<file path="config.mk">
export PLATFORM = sky130hd
export DESIGN_NAME = serial_addsub_datapath
export DESIGN_NICKNAME = d
export VERILOG_FILES = /design/src/rtl/serial_addsub_datapath.sv
export SDC_FILE = /design/constraint.sdc
export NUM_CORES = 1
export LEC_CHECK = 0
export ABC_AREA = 1
export CAP_MARGIN = 20
export CORE_UTILIZATION = 48
export CTS_BUF_LIST = sky130_fd_sc_hd__clkbuf_2 sky130_fd_sc_hd__clkbuf_4 sky130_fd_sc_hd__clkbuf_8
export CTS_CLUSTER_DIAMETER = 150
export DETAILED_ROUTE_END_ITERATION = 8
export PLACE_DENSITY = 0.87
export SKIP_LAST_GASP = 1
export SLEW_MARGIN = 20
export SYNTH_ARGS = -nofsm -noshare
export SYNTH_HDL_FRONTEND = slang
export SYNTH_SLANG_ARGS = --single-unit
</file>
<file path="constraint.sdc">
create_clock -name clock -period 1.42 [get_ports clock]
set_clock_uncertainty 0.2 [all_clocks]
set_input_delay 0.213 -clock clock [delete_from_list [all_inputs] [get_ports clock]]
set_output_delay 0.213 -clock clock [all_outputs]
set_load 0.01 [all_outputs]
</file>
<file path="src/rtl/serial_addsub_datapath.sv">
// Bit-serial add/subtract: one bit per enabled cycle, LSB first; done after WIDTH enables.
// No backpressure: enable gaps simply stretch the operation, and results hold until the next load.
module serial_addsub_datapath #(
   parameter int WIDTH = 8,
   parameter int CNT_W = $clog2(WIDTH + 1)
) (
   input  logic             clock,
   input  logic             resetn,
   input  logic             reset,
   input  logic             load,
   input  logic             enable,
   input  logic             sub,
   input  logic [WIDTH-1:0] a_in,
   input  logic [WIDTH-1:0] b_in,
   output logic [WIDTH-1:0] result,
   output logic             carry_out,
   output logic             overflow,
   output logic             done
);

   logic [WIDTH-1:0] a_sr_q, a_sr_d;
   logic [WIDTH-1:0] b_sr_q, b_sr_d;
   logic [WIDTH-1:0] result_q, result_d;
   logic [CNT_W-1:0] cnt_q, cnt_d;
   logic             carry_q, carry_d;
   logic             sub_q, sub_d;
   logic             c_msb_q, c_msb_d;
   logic             carry_out_q, carry_out_d;
   logic             overflow_q, overflow_d;
   logic             done_q, done_d;

   logic b_eff, s_bit, c_next;

   // Single full adder; subtract inverts B and uses carry-in of 1 (loaded at load time).
   always_comb begin
      b_eff  = b_sr_q[0] ^ sub_q;
      s_bit  = a_sr_q[0] ^ b_eff ^ carry_q;
      c_next = (a_sr_q[0] & b_eff) | (a_sr_q[0] & carry_q) | (b_eff & carry_q);
   end

   always_comb begin
      a_sr_d      = a_sr_q;
      b_sr_d      = b_sr_q;
      result_d    = result_q;
      cnt_d       = cnt_q;
      carry_d     = carry_q;
      sub_d       = sub_q;
      c_msb_d     = c_msb_q;
      carry_out_d = carry_out_q;
      overflow_d  = overflow_q;
      done_d      = done_q;
      if (reset) begin
         a_sr_d      = '0;
         b_sr_d      = '0;
         result_d    = '0;
         cnt_d       = '0;
         carry_d     = 1'b0;
         sub_d       = 1'b0;
         c_msb_d     = 1'b0;
         carry_out_d = 1'b0;
         overflow_d  = 1'b0;
         done_d      = 1'b0;
      end else if (load) begin
         a_sr_d      = a_in;
         b_sr_d      = b_in;
         sub_d       = sub;
         carry_d     = sub;
         result_d    = '0;
         cnt_d       = '0;
         done_d      = 1'b0;
         carry_out_d = 1'b0;
         overflow_d  = 1'b0;
      end else if (enable && !done_q) begin
         result_d = {s_bit, result_q[WIDTH-1:1]};
         a_sr_d   = {1'b0, a_sr_q[WIDTH-1:1]};
         b_sr_d   = {1'b0, b_sr_q[WIDTH-1:1]};
         carry_d  = c_next;
         cnt_d    = cnt_q + 1'b1;
         if (cnt_q == CNT_W'(WIDTH - 2))
            c_msb_d = c_next;
         // Signed overflow: carry into the MSB differs from carry out of it.
         if (cnt_q == CNT_W'(WIDTH - 1)) begin
            carry_out_d = c_next;
            overflow_d  = c_next ^ c_msb_q;
            done_d      = 1'b1;
         end
      end
   end

   always_ff @(posedge clock or negedge resetn) begin
      if (!resetn) begin
         a_sr_q      <= '0;
         b_sr_q      <= '0;
         result_q    <= '0;
         cnt_q       <= '0;
         carry_q     <= 1'b0;
         sub_q       <= 1'b0;
         c_msb_q     <= 1'b0;
         carry_out_q <= 1'b0;
         overflow_q  <= 1'b0;
         done_q      <= 1'b0;
      end else begin
         a_sr_q      <= a_sr_d;
         b_sr_q      <= b_sr_d;
         result_q    <= result_d;
         cnt_q       <= cnt_d;
         carry_q     <= carry_d;
         sub_q       <= sub_d;
         c_msb_q     <= c_msb_d;
         carry_out_q <= carry_out_d;
         overflow_q  <= overflow_d;
         done_q      <= done_d;
      end
   end

   assign result    = result_q;
   assign carry_out = carry_out_q;
   assign overflow  = overflow_q;
   assign done      = done_q;

endmodule
</file>
==> summary.md, run 1 <==
| Metric | Value |
|---|---|
| Status | finished with violations |
| Failing checks | setup timing |
| GPL Wtd Cong | 0.769 |
| Net count, final | 279 |
| Post-route cell area | 2510 µm² |
| Compound-Gate Fraction of Synth Area | 0.127 |
| Tot GR Track Use | 0.225 |
| Synth cell types | 24 |
| Worst R2R Path Depth | 7 |
| Placement Cell Area | 2140 µm² |
| Row count | 21 |
| Syn avg cell area | 8.69 µm² |
| Die Wd | 61.0 µm |
| Clk sinks | 34 |
| Die H | 61.0 µm |
| Switch Pwr | 634 µW |
| Cell accounting for the most synthesized area | dfrtp_1 |
| Gr ovfl total | 0 |
| Clk slew on worst S/H paths | 0.11 ns |
| Clock Tree Buf Depth | 2 |
| Post-synthesis mux area share | 0 |
| Routed vias | 1532 |
| Tcrit/Tclk final | 1.12 |
| Max-cap violations | 0 |
| Worst setup SP type | register |
| Ys async rst share | 1.00 |
| Number of remaining DRC errors | 0 |
| Peak VDD IR | 527 µV |
| RSZ-0062 raised after global routing | yes |
| Register area share after synthesis | 0.510 |
| Gate Count Post-Synth | 192 |
| First-pass GRT wire length | 5.84 mm |
| DR pass1 iterations | 4 |
| Via density | 5.09 |
| Crit path DAT | 1.66 ns |
| R2R Path Start | sub_q |
| Post-DP HPWL | 2.45 mm |
| Pwr dens | 864 nW/µm² |
| CP Max Fanout | 4 |
| Hold_ws | 0.0295 ns |
| Hold_buf cts | 0 |
| Final worst slack | -0.170 ns |
| Post-Syn Area | 1670 µm² |
| Layout cell share with drive strength beyond 1 | 0.376 |
| Sequential share of power | 0.498 |
| Switching share of power | 0.292 |
| Avg WL per Cell | 14.4 µm |
| Slew Viols, Final | 0 |
| Critical Path RT | 1.49 ns |
| Antenna viol nets, final | 0 |
| Layout Area Growth over Synthesis | 50.4% |
| Core Area | 3340 µm² |
| DIE AREA | 3720 µm² |
| Total CTS buffers | 5 |
| Type of destination of the critical path | register |
| Ys flop type | dfrtp_1 |
| Hold Crit Class | input pin to async pin |
| Initial antenna violation count | 0 |
| Clk_lat worst skew | 0.34 ns |
| H-tree levels | 2 |
| Synth top area share | 0.510 |
| CTS tree | yes |
| Post-synth EDFFs | 0 |
| Post-Route WL | 4.35 mm |
| Clk network pwr share | 0.274 |
| Internal | 1530 µW |
| Yosys warns | 0 |
| Post-Synth Adder-Cell Area | 0.0270 |
| Diodes inserted | 0 |
| CP Class | register to register |
| Count leader, synth | nand2_1 |
| Synth Register Bits | 34 |
| Rel. slew slack | 0.810 |
| Main combinational cell family by area after synthesis | simple AND/OR/NAND/NOR gates |
| Comb power frac | 0.228 |
| Leak | 0.00119 µW |
| Worst Max-Slew Pin Slew | 0.284 ns |
| Min cycle time layout | 1.59 ns |
| XOR/XNOR Fraction of Synth Area | 0.00525 |
| Initial Utilization | 0.500 |
| Fmax | 629 MHz |
| Vias in the first global route | 1363 |
| Pwr Total | 2170 µW |
| Critical Path Start | sub_q |
| Synth top area cells | dfrtp_1 51%, nand2_1 15%, a21oi_2 4.2%, nor2_1 4.0%, o21ai_0 3.0% |
| Post-synth top cells | 67 x nand2_1, 34 x dfrtp_1, 18 x nor2_1 |
| Final hold violations | 0 |
| Maximum number of pins on one net before global-route repair | 35 |
| Syn nets | 217 |
| Simple-Gate Fraction of Synth Area | 0.264 |
| I/O pin cnt | 33 |
| Root Driver | clkbuf_4 |
| Layout filler cell count | 223 |
| Fin Setup TNS | -1.01 ns |
| Initial drt markers | 70 |
| I/O Buffers | 32 |
| Place WS | -0.309 ns |
| Setup violators final | 19 |
area by class of cell:
| type | count | area (µm²) | share of cell area |
|---|---|---|---|
| Sequential cell | 34 | 851 | 0.339 |
| Multi-Input combinational cell | 138 | 848 | 0.338 |
| Timing Repair Buffer | 62 | 631 | 0.251 |
| Clock buffer | 7 | 58.8 | 0.0234 |
| Inverter | 13 | 58.8 | 0.0234 |
| Tap cell | 46 | 57.6 | 0.0229 |
| Clock inverter | 1 | 5.00 | 0.00199 |
worst paths after layout:
| check | endpoint | slack (ns) |
|---|---|---|
| hold reg to reg | a_sr_q[7] | 0.29 |
| setup reg to reg | carry_q | -0.17 |
| min in group clock | c_msb_q | 0.12 |
| max in group asynchronous | result[0] | 0.82 |
| hold / removal | a_sr_q[1] | 0.03 |
| setup / recovery | carry_q | -0.17 |
cell families after synthesis:
kind of cell / after synthesis
buffers and inverters: 20
AO/OA/AOI/OAI: 34
AND/OR/NAND/NOR: 100
flip-flops: 34
adder cells (fa/ha/maj): 3
XOR/XNOR: 1
cell usage in the layout (no fill, tap or decap), drive strengths merged, types with 2 or more instances in the layout:
cell	synthesis	final
buf	6	27
nand2	69	69
nand3	9	9
clkdlybuf4s50	0	20
dfrtp	34	34
a21oi	13	13
inv	13	13
o21ai	18	18
o22ai	3	3
clkbuf	1	21
nor2	21	21
ha	2	2
metrics by stage:
stage	utilization	cells
final	0.752	301
after floorplan	-	192
after detailed placement	0.642	274
after global placement	0.642	274
after global routing	0.752	301
after CTS	0.677	289
power groups by stage:
stage               Combinational (µW)  Clock [µW]  Sequential, µW
CTS                                398         609            1060
global placement                   372           0            1080
finish                             495         595            1080
global route                       526         657            1090
floorplan                          189           0            1080
detailed placement                 390           0            1080
metal layers:
metal | vias up | wire length (µm) | track usage
met5 | - | 0 | 0
met4 | 0 | 143 | 0.123
met3 | 15 | 228 | 0.0810
met2 | 55 | 2340 | 0.361
met1 | 726 | 1630 | 0.265
li1 | 736 | - | -
flip-flops by register name, summed over array words and instances (netlist names):
name,flops
a_sr_q,8
b_sr_q,8
c_msb_q,1
carry_out,1
carry_q,1
cnt_q,4
done,1
overflow,1
result,8
sub_q,1
critical path, stage by stage (launching register included):
cell	delay, ns
dfrtp_1	0.43
xnor2_2	0.16
fa_2	0.35
inv_2	0.08
nand2_1	0.08
nand2_1	0.08
nand2_1	0.05
o21ai_1	0.08
timing repair:
item | 4_1_cts | 5_1_grt
buffers inserted | 7 | 9
pin swaps | 0 | 9
endpoints found under the hold margin | 0 | 0
cloned | 0 | 4
gates resized for setup | 21 | 65
endpoints found under the setup margin | 15 | 43
No activity file was read; power rests on OpenSTA's default activity.
==> run 2: changes to the inputs <==
- CTS_BUF_LIST: sky130_fd_sc_hd__clkbuf_2 sky130_fd_sc_hd__clkbuf_4 sky130_fd_sc_hd__clkbuf_8 -> sky130_fd_sc_hd__clkbuf_8
- clock period: 1.42 -> 1.4 ns (I/O delays scaled with it)
==> run 2 against run 1 <==
The run still ends with setup timing left. Final cell count down 4.7%. Maximum frequency up 2.7%. Sequential share of layout area up 2.5 points. Critical path depth down 1. Global-route usage down 0.52 points.
==> summary.md, run 2 (synthesis results as in run 1) <==
| Metric | Value |
|---|---|
| Place WS | -0.319 ns (-0.0103 ns) |
| Crit-path max cell delay | 0.40 ns (-0.03 ns) |
| DR pass1 iterations | 5 (+1) |
| Placement Cell Area | 2140 µm² (unchanged) |
| Most frequent cells in the layout | 67 x nand2_1, 34 x dfrtp_1, 19 x clkdlybuf4s50_1 |
| Worst Max-Slew Pin Slew | 0.257 ns (-0.0275 ns) |
| Initial antenna violation count | 0 (unchanged) |
| Cell Count, Final, Fillers Out | 287 (-4.7%) |
| Diodes inserted | 0 (unchanged) |
| R2R Path Start | b_sr_q[0] |
| I/O pin cnt | 33 (unchanged) |
| Slew Viols, Final | 0 (unchanged) |
| I/O Buffers | 32 (unchanged) |
| Fin Setup TNS | -0.494 ns (+0.517 ns) |
| Commonest non-fill, non-tap cell in the layout | nand2_1 |
| Initial Utilization | 0.500 (unchanged) |
| Layout cell share with drive strength beyond 1 | 0.203 (-0.173) |
| Final worst slack | -0.147 ns (+0.0223 ns) |
| CTS tree | yes |
| Die Wd | 61.0 µm (unchanged) |
| Vias in the first global route | 1303 (-4.4%) |
| Clock Tree Buf Depth | 2 (unchanged) |
| Clk sinks | 34 (unchanged) |
| Reg2reg end | carry_out |
| Failing checks | setup timing |
| Post-Route WL | 3.36 mm (-23%) |
| Tot GR Track Use | 0.220 (-0.00517) |
| Hold Crit Class | input pin to async pin |
| Post-route cell area | 2340 µm² (-6.8%) |
| Worst setup SP type | register |
| Antenna viol nets, final | 0 (unchanged) |
| Core Area | 3340 µm² (unchanged) |
| Gr ovfl total | 0 (unchanged) |
| RSZ-0062 raised after global routing | yes |
| Slowest CP cell | dfrtp_1 |
| Worst R2R Path Depth | 6 (-1) |
| Setup violators final | 5 (-14) |
| Rel. slew slack | 0.827 (+0.0172) |
| Crit path DAT | 1.58 ns (-0.08 ns) |
| GPL Wtd Cong | 0.775 (+0.73%) |
| Routed vias | 1417 (-7.5%) |
| Die H | 61.0 µm (unchanged) |
| Initial drt markers | 43 (-39%) |
| First-pass GRT wire length | 5.70 mm (-2.5%) |
| H-tree levels | 2 (unchanged) |
| Crit-path cells | xnor2_1 -> fa_2 -> inv_2 -> nand2_1 -> nand3b_1 -> nand2_1 |
| CP Max Fanout | 4 (unchanged) |
| Maximum number of pins on one net before global-route repair | 35 (unchanged) |
| Clk slew on worst S/H paths | 0.07 ns (-0.04 ns) |
| Leak | 0.00112 µW (-5.9%) |
| Total CTS buffers | 5 (unchanged) |
| Row count | 21 (unchanged) |
| Placed Cells | 274 (unchanged) |
| Final hold violations | 0 (unchanged) |
| Hold_buf cts | 0 (unchanged) |
| Status | finished with violations |
| Pwr dens | 1110 nW/µm² (+29%) |
| Critical Path RT | 1.43 ns (-0.06 ns) |
| CP dominant cell by count | nand2_1 |
| Net count, final | 265 (-5.0%) |
| Reg-to-reg setup timing slack | -0.15 ns (+0.02 ns) |
| Number of remaining DRC errors | 0 (unchanged) |
| Post-layout util | 0.701 (-0.0510) |
| Max-cap violations | 0 (unchanged) |
| Layout Area Growth over Synthesis | 40.2% |
| Layout filler cell count | 277 (+24%) |
| Post-DP HPWL | 2.33 mm (-5.2%) |
| Root Driver | clkbuf_8 |
| Peak VDD IR | 801 µV (+52%) |
| Min cycle time layout | 1.55 ns (-0.0423 ns) |
| Tcrit/Tclk final | 1.11 (-0.0142) |
| Via density | 4.94 (-3.0%) |
| CP Class | register to register |
| Fmax | 646 MHz (+2.7%) |
| DIE AREA | 3720 µm² (unchanged) |
| Avg WL per Cell | 11.7 µm (-19%) |
| Type of destination of the critical path | register |
| Clk_lat worst skew | 0.29 ns (-0.05 ns) |
## run 2: per-stage QoR
step	power [µW]	hold slack [ns]
after floorplan	1290	-0.286
after global placement	1470	0.253
after detailed placement	1490	0.266
after CTS	2610	0.0872
after global routing	2730	0.0862
final	2610	0.0852
## run 2: area by class of cell
type	count	area, µm²	area share
inverters	13	53.8	0.0230
well taps	46	57.6	0.0246
clock inverters	2	60.1	0.0257
multi-input cells	138	727	0.311
flip-flops and latches	34	851	0.364
repair buffers	48	508	0.217
clock buffers	6	82.6	0.0353
## run 2: routing by layer
metal	vias up	wire [µm]	track usage
met4	0	91	0.120
li1	701	-	-
met1	655	1490	0.263
met5	-	0	0
met2	51	1600	0.355
met3	10	182	0.0704
## run 2: critical path, delay by kind of cell, from the launching register on
| kind | cells | cell delay, ns |
|---|---|---|
| XOR/XNOR | 1 | 0.15 |
| adder cells (fa/ha/maj) | 1 | 0.35 |
| buffers and inverters | 1 | 0.08 |
| flip-flops | 1 | 0.40 |
| AND/OR/NAND/NOR | 3 | 0.30 |
## run 2: how the worst max path moves through the flow
stage | start | endpoint | slack (ns) | cells after the start
2_1_floorplan | sub_q | overflow | -0.04 | 8
3_3_place_gp | load | a_sr_q[3] | -0.29 | 5
3_5_place_dp | load | cnt_q[1] | -0.32 | 5
4_1_cts | b_sr_q[0] | carry_out | -0.14 | 6
5_1_grt | b_sr_q[0] | overflow | -0.23 | 8
6_report | b_sr_q[0] | carry_out | -0.15 | 6
## run 2: report_power, final
group	leakage [µW]	internal (µW)	switching, µW	total (µW)
registers	0.000457	1050	37.9	1080
clock network	0.0000714	759	367	1130
logic	0.000588	196	202	398
## run 2: what timing repair did
| action | CTS | global route |
|---|---|---|
| pin swaps | 1 | 1 |
| buffers inserted | 2 | 3 |
| endpoints found under the setup margin | 16 | 39 |
| cloned | 0 | 0 |
| resized for setup | 12 | 22 |
==> run 3: changes to the inputs <==
- ABC_CLOCK_PERIOD_IN_PS: unset -> 1400
- REMOVE_ABC_BUFFERS: unset -> 1
==> run 3 against run 2 <==
Power down 14%. Global-route usage up 0.16 points. Wire length up 9.0%. Highest routed layer unchanged. Flip-flop and latch count unchanged. Critical endpoint is now overflow. Worst hold slack better by 0.013 ns. The run still ends with setup timing left. Largest cell class unchanged. Final cell count up 3.1%. Non-clock buffer count up 9. Sequential power about the same. Via count up 4.2%.
==> summary.md, run 3 (synthesis results as in run 1) <==
| Metric | Value |
|---|---|
| Leak | 0.00118 µW (+6.1%) |
| Clock Tree Buf Depth | 2 (unchanged) |
| Reg-to-reg setup timing slack | -0.24 ns (-0.09 ns) |
| Tot GR Track Use | 0.222 (+0.00155) |
| Multi-input gate area | 752 µm² (+3.4%) |
| Post-Route WL | 3.66 mm (+9.0%) |
| H-tree levels | 2 (unchanged) |
| Slew Viols, Final | 0 (unchanged) |
| First-pass GRT wire length | 5.83 mm (+2.3%) |
| Layout cell share with drive strength beyond 1 | 0.244 (+0.0407) |
| Layout filler cell count | 276 (-0.36%) |
| Min cycle time layout | 1.64 ns (+0.0930 ns) |
| Status | finished with violations |
| Initial drt markers | 46 (+7.0%) |
| Crit-path cells | xnor2_2 -> fa_2 -> inv_2 -> nand2_1 -> nand2_1 -> nor2_1 -> nand3_1 -> nand2_1 |
| Rel. slew slack | 0.828 (+0.00104) |
| Pwr dens | 946 nW/µm² (-15%) |
| I/O Buffers | 32 (unchanged) |
| Net count, final | 274 (+3.4%) |
| Via density | 4.99 (+1.0%) |
| Hold_ws | 0.0984 ns (+0.0132 ns) |
| I/O pin cnt | 33 (unchanged) |
| Layout Area Growth over Synthesis | 42.5% |
| Critical Path Start | sub_q |
| Die Wd | 61.0 µm (unchanged) |
| Crit path DAT | 1.62 ns (+0.04 ns) |
| Gr ovfl total | 0 (unchanged) |
| Root Driver | clkbuf_8 |
| CP Class | register to register |
| Max-cap violations | 0 (unchanged) |
| Post-layout util | 0.713 (+0.0116) |
| Avg WL per Cell | 12.4 µm (+5.6%) |
| Row count | 21 (unchanged) |
| Initial Utilization | 0.500 (unchanged) |
| CP Max Fanout | 4 (unchanged) |
| CTS tree | yes |
| FF+latch area | 851 µm² (unchanged) |
| Reg2reg end | overflow |
| Clk slew on worst S/H paths | 0.07 ns (about the same) |
| Slowest CP cell | dfrtp_1 |
| RSZ-0062 raised after global routing | yes |
| Maximum number of pins on one net before global-route repair | 35 (unchanged) |
| Hold Crit Class | input pin to async pin |
| Diodes inserted | 0 (unchanged) |
| Fmax | 610 MHz (-5.7%) |
| Die H | 61.0 µm (unchanged) |
| Failing checks | setup timing |
| Critical path endpoint | overflow |
| Post-DP HPWL | 2.48 mm (+6.8%) |
| Vias in the first global route | 1352 (+3.8%) |
| Clk_lat worst skew | 0.28 ns (about the same) |
| DIE AREA | 3720 µm² (unchanged) |
| DR pass1 iterations | 4 (-1) |
| GPL Wtd Cong | 0.845 (+9.1%) |
| CP dominant cell by count | nand2_1 |
| Most frequent cells in the layout | 65 x nand2_1, 34 x dfrtp_1, 19 x clkdlybuf4s50_1, 19 x buf_4, 18 x nor2_1 |
| Final worst slack | -0.240 ns (-0.0930 ns) |
| Hold_buf cts | 0 (unchanged) |
| Worst R2R Path Depth | 8 (+2) |
| Critical Path RT | 1.38 ns (-0.05 ns) |
| Antenna viol nets, final | 0 (unchanged) |
| Initial antenna violation count | 0 (unchanged) |
| Commonest non-fill, non-tap cell in the layout | nand2_1 |
| Core Area | 3340 µm² (unchanged) |
| Final hold violations | 0 (unchanged) |
| Tcrit/Tclk final | 1.17 (+0.0665) |
| Routed vias | 1476 (+4.2%) |
| Worst setup SP type | register |
| Setup violators final | 5 (unchanged) |
| Number of remaining DRC errors | 0 (unchanged) |
| Total CTS buffers | 5 (unchanged) |
| Peak VDD IR | 746 µV (-6.9%) |
| Crit-path max cell delay | 0.41 ns (about the same) |
| Type of destination of the critical path | register |
| Worst Max-Slew Pin Slew | 0.258 ns (+0.000730 ns) |
| Clk sinks | 34 (unchanged) |
| R2R Path Start | sub_q |
==> run 3: cell count changes in the layout (fill, tap and decap cells not counted), moves of 2 or more <==
cell / previous run / this run
buf_12: 6 / 4
buf_4: 10 / 19
bufinv_16: 2 / 0
clkdlybuf4s15_1: 7 / 2
dlygate4sd2_1: 4 / 9
inv_4: 0 / 2
nand2_1: 67 / 65
nand2_2: 0 / 2
nor2_1: 15 / 18
nor2_2: 4 / 1
o21ai_0: 7 / 4
o21ai_2: 2 / 6
==> run 3: report_power, final <==
part           internal (µW)  switching (µW)  leakage [µW]
Clock                    389             339     0.0000524
Combinational            219             215      0.000675
Sequential              1050            41.4      0.000457
Total                   1650             595       0.00118
==> run 3: how the worst min path moves through the flow <==
stage                          from         to  slack (ns)  depth (start not counted)
final                        resetn  result[3]         0.1                          2
after global routing         resetn  result[3]        0.09                          2
after CTS                    resetn  a_sr_q[2]        0.10                          2
after detailed placement  a_sr_q[7]  a_sr_q[7]        0.26                          2
after global placement    a_sr_q[7]  a_sr_q[7]        0.25                          2
after floorplan              resetn  a_sr_q[0]       -0.29                          0
==> run 3: cell type report <==
cell class / instances / area share
repair buffers: 57 / 0.241
well taps: 46 / 0.0242
multi-input cells: 138 / 0.316
flip-flops and latches: 34 / 0.358
clock inverters: 2 / 0.00368
inverters: 13 / 0.0226
clock buffers: 6 / 0.0347
==> run 3: stage by stage <==
step | total power (µW) | worst slack [ns] | instance area (µm²) | instances | TNS, ns
after floorplan | 1270 | -0.0879 | 1610 | 185 | -0.226
after global placement | 1480 | -0.340 | 2180 | 282 | -8.28
after detailed placement | 1500 | -0.363 | 2180 | 282 | -9.46
after CTS | 2230 | -0.191 | 2300 | 291 | -1.12
after global routing | 2360 | -0.288 | 2380 | 296 | -1.19
final | 2250 | -0.240 | 2380 | 296 | -0.737
==> run 3: what timing repair did <==
item,in CTS,in global routing
endpoints found under the setup margin,25,32
cloned,0,1
setup buffers,1,5
pin swaps,3,2
gates resized for setup,24,13
==> run 3: worst max-delay path, delay by kind of cell (launching register included) <==
| kind | cells | cell delay [ns] |
|---|---|---|
| flops | 1 | 0.41 |
| fa+ha+maj | 1 | 0.35 |
| simple gates | 5 | 0.32 |
| xor+xnor | 1 | 0.15 |
| buf+inv | 1 | 0.10 |
==> run 3: per-layer routing <==
layer	global-route usage	vias to the layer above	wire length, µm
met2	0.366	54	1820
li1	-	726	-
met3	0.0682	8	192
met5	0	-	0
met1	0.266	688	1600
met4	0.104	0	55
